--- src/rtl/decode_stage.sv ---
// Decode/issue stage: register file with writeback bypass, operand formation,
// load-use scoreboard and a one-entry valid/ready output register to the ALU.
package proc;
   localparam int ARCH_BITS = 32;
   localparam logic [6:0] OP_ADD  = 7'h01;
   localparam logic [6:0] OP_SUB  = 7'h02;
   localparam logic [6:0] OP_LDB  = 7'h03;
   localparam logic [6:0] OP_LDW  = 7'h04;
   localparam logic [6:0] OP_STB  = 7'h05;
   localparam logic [6:0] OP_STW  = 7'h06;
   localparam logic [6:0] OP_BEQ  = 7'h07;
   localparam logic [6:0] OP_BZ   = 7'h08;
   localparam logic [6:0] OP_JUMP = 7'h09;
endpackage

module decode_stage #(
   parameter int ARCH_BITS = proc::ARCH_BITS,
   parameter int NREGS     = 32
) (
   input  logic                 clk,
   input  logic                 rst,
   input  logic                 in_valid,
   output logic                 in_ready,
   input  logic [31:0]          in_instr,
   input  logic [ARCH_BITS-1:0] in_pc,
   input  logic                 wb_en,
   input  logic                 wb_load,
   input  logic [4:0]           wb_addr,
   input  logic [ARCH_BITS-1:0] wb_data,
   input  logic                 flush,
   output logic                 out_valid,
   input  logic                 out_ready,
   output logic [6:0]           out_opcode,
   output logic [ARCH_BITS-1:0] out_data1,
   output logic [ARCH_BITS-1:0] out_data2,
   output logic [ARCH_BITS-1:0] out_st_data,
   output logic [4:0]           out_dst,
   output logic                 out_we,
   output logic                 out_cond,
   output logic                 out_illegal
);
   logic [6:0]  op_p0;
   logic [4:0]  dst_p0, src1_p0, src2_p0;
   logic [14:0] imm_p0;
   assign op_p0   = in_instr[31:25];
   assign dst_p0  = in_instr[24:20];
   assign src1_p0 = in_instr[19:15];
   assign src2_p0 = in_instr[14:10];
   assign imm_p0  = in_instr[14:0];

   logic [ARCH_BITS-1:0] regs [NREGS];
   logic [NREGS-1:0]     pending;

   logic                 vld_p1;
   logic [6:0]           opcode_p1;
   logic [ARCH_BITS-1:0] data1_p1, data2_p1, st_data_p1;
   logic [4:0]           dst_p1;
   logic                 we_p1, cond_p1, illegal_p1;

   function automatic logic signed [ARCH_BITS-1:0] sext(input logic [14:0] imm);
      return {{(ARCH_BITS-15){imm[14]}}, imm};
   endfunction

   function automatic logic [ARCH_BITS-1:0] rd(input logic [4:0] idx);
      if (idx == 5'd0) return '0;
      if (wb_en && wb_addr == idx) return wb_data;
      return regs[idx];
   endfunction

   // A load still waiting in the output register counts as pending, so the
   // instruction directly behind it stalls before the scoreboard bit is set.
   logic ld_out;
   assign ld_out = vld_p1 & ((opcode_p1 == proc::OP_LDB) | (opcode_p1 == proc::OP_LDW));

   function automatic logic busy(input logic [4:0] idx);
      return (pending[idx] & ~(wb_en & wb_load & (wb_addr == idx)))
           | (ld_out & (dst_p1 == idx));
   endfunction

   logic [ARCH_BITS-1:0]        rs1_p0, rs2_p0, rsd_p0;
   logic signed [ARCH_BITS-1:0] imm_sx_p0;
   logic [ARCH_BITS-1:0]        data1_p0, data2_p0, st_data_p0;
   logic                        we_p0, cond_p0, illegal_p0, use_src2_p0, use_dst_p0;

   always_comb begin
      rs1_p0      = rd(src1_p0);
      rs2_p0      = rd(src2_p0);
      rsd_p0      = rd(dst_p0);
      imm_sx_p0   = sext(imm_p0);
      data1_p0    = '0;
      data2_p0    = '0;
      st_data_p0  = '0;
      we_p0       = 1'b0;
      cond_p0     = 1'b0;
      illegal_p0  = 1'b0;
      use_src2_p0 = 1'b0;
      use_dst_p0  = 1'b0;
      case (op_p0)
         proc::OP_ADD, proc::OP_SUB: begin
            data1_p0    = rs1_p0;
            data2_p0    = rs2_p0;
            we_p0       = 1'b1;
            use_src2_p0 = 1'b1;
         end
         proc::OP_LDB, proc::OP_LDW: begin
            data1_p0 = rs1_p0;
            data2_p0 = imm_sx_p0;
            we_p0    = 1'b1;
         end
         proc::OP_STB, proc::OP_STW: begin
            data1_p0   = rs1_p0;
            data2_p0   = imm_sx_p0;
            st_data_p0 = rsd_p0;
            use_dst_p0 = 1'b1;
         end
         proc::OP_BEQ: begin
            data1_p0    = in_pc;
            data2_p0    = imm_sx_p0;
            cond_p0     = (rs1_p0 == rs2_p0);
            use_src2_p0 = 1'b1;
         end
         proc::OP_BZ: begin
            data1_p0 = in_pc;
            data2_p0 = imm_sx_p0;
            cond_p0  = (rs1_p0 == '0);
         end
         proc::OP_JUMP: begin
            data1_p0 = rs1_p0;
            data2_p0 = imm_sx_p0;
            cond_p0  = 1'b1;
         end
         default: illegal_p0 = 1'b1;
      endcase
   end

   logic hazard, in_hs, out_hs;
   assign hazard   = in_valid & (busy(src1_p0) | (use_src2_p0 & busy(src2_p0))
                                 | (use_dst_p0 & busy(dst_p0)));
   assign in_ready = rst & (~vld_p1 | out_ready) & ~hazard & ~flush;
   assign in_hs    = in_valid & in_ready;
   assign out_hs   = vld_p1 & out_ready;

   // p0 -> p1: register file, scoreboard and output entry update
   always_ff @(posedge clk or negedge rst) begin
      if (!rst) begin
         for (int i = 0; i < NREGS; i++) regs[i] <= '0;
         pending    <= '0;
         vld_p1     <= 1'b0;
         opcode_p1  <= '0;
         data1_p1   <= '0;
         data2_p1   <= '0;
         st_data_p1 <= '0;
         dst_p1     <= '0;
         we_p1      <= 1'b0;
         cond_p1    <= 1'b0;
         illegal_p1 <= 1'b0;
      end else begin
         if (wb_en && wb_addr != 5'd0) regs[wb_addr] <= wb_data;
         if (wb_en && wb_load) pending[wb_addr] <= 1'b0;
         if (out_hs && !flush && ld_out) pending[dst_p1] <= 1'b1;
         if (flush) begin
            vld_p1 <= 1'b0;
         end else if (in_hs) begin
            vld_p1     <= 1'b1;
            opcode_p1  <= op_p0;
            data1_p1   <= data1_p0;
            data2_p1   <= data2_p0;
            st_data_p1 <= st_data_p0;
            dst_p1     <= dst_p0;
            we_p1      <= we_p0;
            cond_p1    <= cond_p0;
            illegal_p1 <= illegal_p0;
         end else if (out_hs) begin
            vld_p1 <= 1'b0;
         end
      end
   end

   assign out_valid   = vld_p1;
   assign out_opcode  = opcode_p1;
   assign out_data1   = data1_p1;
   assign out_data2   = data2_p1;
   assign out_st_data = st_data_p1;
   assign out_dst     = dst_p1;
   assign out_we      = we_p1;
   assign out_cond    = cond_p1;
   assign out_illegal = illegal_p1;
endmodule

--- config.mk ---
export PLATFORM = sky130hd
export DESIGN_NAME = decode_stage
export DESIGN_NICKNAME = d
export VERILOG_FILES = /design/src/rtl/decode_stage.sv
export SDC_FILE = /design/constraint.sdc
export NUM_CORES = 2
export LEC_CHECK = 0
export ABC_CLOCK_PERIOD_IN_PS = 2900
export BUFFER_PORTS_ARGS = -buffer_cell sky130_fd_sc_hd__buf_2
export CORE_MARGIN = 2
export CORE_UTILIZATION = 40
export DETAILED_ROUTE_END_ITERATION = 8
export MAX_ROUTING_LAYER = met4
export PLACE_DENSITY = 0.63
export SYNTH_ARGS = -nofsm -noshare
export SYNTH_HDL_FRONTEND = slang
export SYNTH_SLANG_ARGS = --single-unit
--- constraint.sdc ---
create_clock -name clk -period 2.9 [get_ports clk]
set_input_delay 0.145 -clock clk [delete_from_list [all_inputs] [get_ports clk]]
set_output_delay 0.145 -clock clk [all_outputs]
set_load 0.01 [all_outputs]
==> results.yml <==
run_status:
  status: "complete, but fails checks"
  violations: "setup timing"
synthesis:
  ys.warnings.count: 0
  synth_cell_types: 69
  netlist_instances: 5211
  syn_area_per_cell_sq_um: 13.6
  synthArstFlopShare_pct: 100
  ys.flop_type: "dfrtp_1"
  synth-adder-area-share_pct: 0
  synth.mux.area_fraction_pct: 43.2
  synth_edf_count: 0
  synth_xor_area_share_pct: 0.691
  synth-seq-cells: 1168
  synth_compound_area_share_pct: 6.96
  synth-simple-area-share_pct: 4.14
  netlist_area_sq_um: 71000
  synth_seq_area_share_pct: 41.2
  synth_top_family_by_area: "multiplexers"
  syn_nets: 5319
timing:
  slew-limit-headroom_pct: 5.47
  fmax_ghz: 0.272
  setup_ws_ps: -776
  tightest_slew_ps: 1420
  rsz0062_at_grt: "yes"
  hold_viol_final: 0
  finalMaxSlewViolations: 0
  finalSetupViolCount: 113
  clock_skew_ps: 39.6
  min_period_ps: 3680
  post-route-period-util_pct: 127
worst_hold_path:
  hold_class: "in2reg"
global_route:
  globalRouteOverflowTotal: 0
  grt_usage_pct: 34.1
  grt_max_degree: 156
  first_global_vias: 56400
  antenna_found_initial: 21
  grt_pass1_wl_microns: 428000
critical_path:
  crit_chain: "mux4_2 > mux4_2 > mux2i_4 > a21oi_2 > a41o_1 > a311o_1 > buf_4 > or3_4 > buf_12 > nor2b_1 > nor3_2 > a41o_1"
  critical_path_buf_inv_count: 2
  crit_type: "reg2reg"
  crit_slowest_cell: "mux4_2"
  crit_fanout: 3
  cp-start-kind: "flip-flop"
  end_kind: "flip-flop"
  crit_family: "multiplexers"
  slowest_delay_ps: 520
  cp_data_required_time_ps: 3640
  arrival_ps: 4410
clocking:
  max-clock-path-buffers: 3
  cts.sinks: 1168
  clkLatencyLatePin_ps: 830
  cts_tree: "built"
  clk_pin_slew_ps: 60
  h-tree-depth: 4
  cts_made_buffers: 135
  clock-root-buffer: "clkbuf_16"
power:
  power_density_nw_per_um2: 624
  ir_drop_mv: 0.546
  p_leak_nw: 37.7
final_layout:
  syn_to_final_growth_pct: 23.8
  mostFrequentLayoutCell: "dfrtp_1"
  layout-drive-gt1-share_pct: 54.0
  layout_common_cells: "1168 x dfrtp_1, 1020 x mux2_2, 796 x buf_4, 740 x mux4_2, 249 x mux2i_1"
  nets: 6115
  final_util_pct: 49.9
  nFillCells: 15000
  regArea_sq_um: 29200
  final_cells: 8468
  multiInputGateArea_sq_um: 39900
detailed_routing:
  drt_pass1_iterations: 7
  antenna_left: 0
  drtIter0Drc: 7916
  drt_wl_total_microns: 301000
  wl_per_cell_microns: 35.6
  remaining_drc_errors: 0
  via_per_inst: 6.71
  vias: 56800
floorplanning:
  io-pin-count: 221
  die_h_microns: 425
  initial_core_util_pct: 40.3
  rows: 154
  die_area_sq_um: 181000
  die_w_microns: 425
  core-area_sq_um: 176000
place:
  placedCellCount: 8109
  port_buffers: 220
  hpwl_microns: 201000
  gp_congestion: 1.06
flow_run:
  max_cap_violations: 0
[cells by family (layout without fill, tap and decap cells)]
logic type,Yosys count,in the layout
AO/OA/AOI/OAI,749,749
XOR/XNOR,56,56
buffers and inverters,600,1495
flip-flops,1168,1168
multiplexers,2012,2012
other,0,22
AND/OR/NAND/NOR,626,626
[Yosys cell counts, types with 7 or more instances]
cell type	n	area, sq um
dfrtp_1	1168	29200
mux2_2	1022	11500
mux4_2	740	16700
clkbuf_1	391	1470
nand2_1	267	1000
mux2i_1	250	2500
o21ai_0	172	861
a21oi_1	156	781
nor2_1	120	450
o22ai_1	83	519
buf_2	77	385
a22oi_1	63	473
a221oi_1	61	534
buf_1	53	199
buf_4	41	308
nor3_1	38	190
nand3_1	36	180
o31ai_1	35	263
a211oi_1	32	240
o221ai_1	31	272
xnor2_1	28	245
xor2_1	28	245
nand2b_1	27	169
o211ai_1	26	195
nor2b_1	25	156
buf_6	21	236
nor4_1	18	113
nand4_1	17	106
a211o_1	15	131
nand3b_1	14	105
or3_1	13	81.3
a31oi_1	10	62.6
and2_1	10	62.6
a221o_1	9	90.1
a22o_1	9	78.8
inv_1	9	33.8
or3b_2	9	78.8
o2bb2ai_1	8	70.1
a32oi_1	7	61.3
[stage by stage]
step                      setup slack, ps  power (mW)  hold slack [ps]  area (sq um)  setup TNS, ps
after floorplan                     -36.7        30.1             -151         71200          -2540
after global placement              -1330        35.9             76.1         81400         -69760
after detailed placement            -1260        36.3             73.3         81400         -65440
after CTS                            -655        54.5             17.3         87600         -57740
after global routing                 -777        56.6             39.7         87900         -76240
final                                -776        54.8             39.4         87900         -69800
[repair_timing]
item	4_1_cts	5_1_grt
hold endpoints to repair	843	0
setup buffers	10	2
hold buffers	78	0
endpoints found under the setup margin	113	113
gates resized for setup	113	44
pin swaps	19	14
gates cloned	13	1
[layer usage]
metal,track usage [%],up-vias,share of wire [%]
li1,-,22100,-
met1,43.0,29700,37
met2,48.6,4022,44
met3,10.6,966,12
met4,19.4,0,6.7
met5,-,-,0
[worst reg2reg max path: cells and delay by family (launching register included)]
family,cells,cell delay (ps)
flops,1,400
compound gates,4,770
simple gates,3,910
mux,3,1240
buf+inv,2,310
[worst paths after layout]
kind / from / end / slack (ps) / cells after the start
setup reg to reg: pending[7]$_DFF_PN0_ / out_cond$_DFFE_PN0P_ / -780 / 12
hold / removal: in_valid / out_st_data[13]$_DFFE_PN0P_ / 40 / 6
setup / recovery: pending[7]$_DFF_PN0_ / out_cond$_DFFE_PN0P_ / -780 / 12
min in group asynchronous: rst / regs[150]$_DFFE_PN0P_ / 90 / 3
max in group asynchronous: rst / out_st_data[27]$_DFFE_PN0P_ / 1380 / 3
hold reg to reg: regs[1012]$_DFFE_PN0P_ / regs[1012]$_DFFE_PN0P_ / 420 / 0
[final cells by class]
type	count	share of cell area [%]
multi-input cells	3443	45.4
inverters	14	0.0612
well taps	2340	3.33
clock buffers	182	4.41
repair buffers	1245	12.6
clock inverters	54	0.801
diodes	22	0.0626
flip-flops and latches	1168	33.3
[registers in the layout, summed over array words and instances, names as in the netlist]
register,cells
out_valid,1
out_cond,1
out_data2,32
out_data1,32
out_we,1
pending,32
out_dst,5
regs,1024
out_opcode,7
out_st_data,32
out_illegal,1
[power by group]
part	internal, mW	leakage (nW)	switching, mW
clock	10.6	2.25	7.48
combinational	8.36	20.3	6.62
sequential	19.1	15.1	2.74
Note: power is estimated with default switching activity, not from simulation.
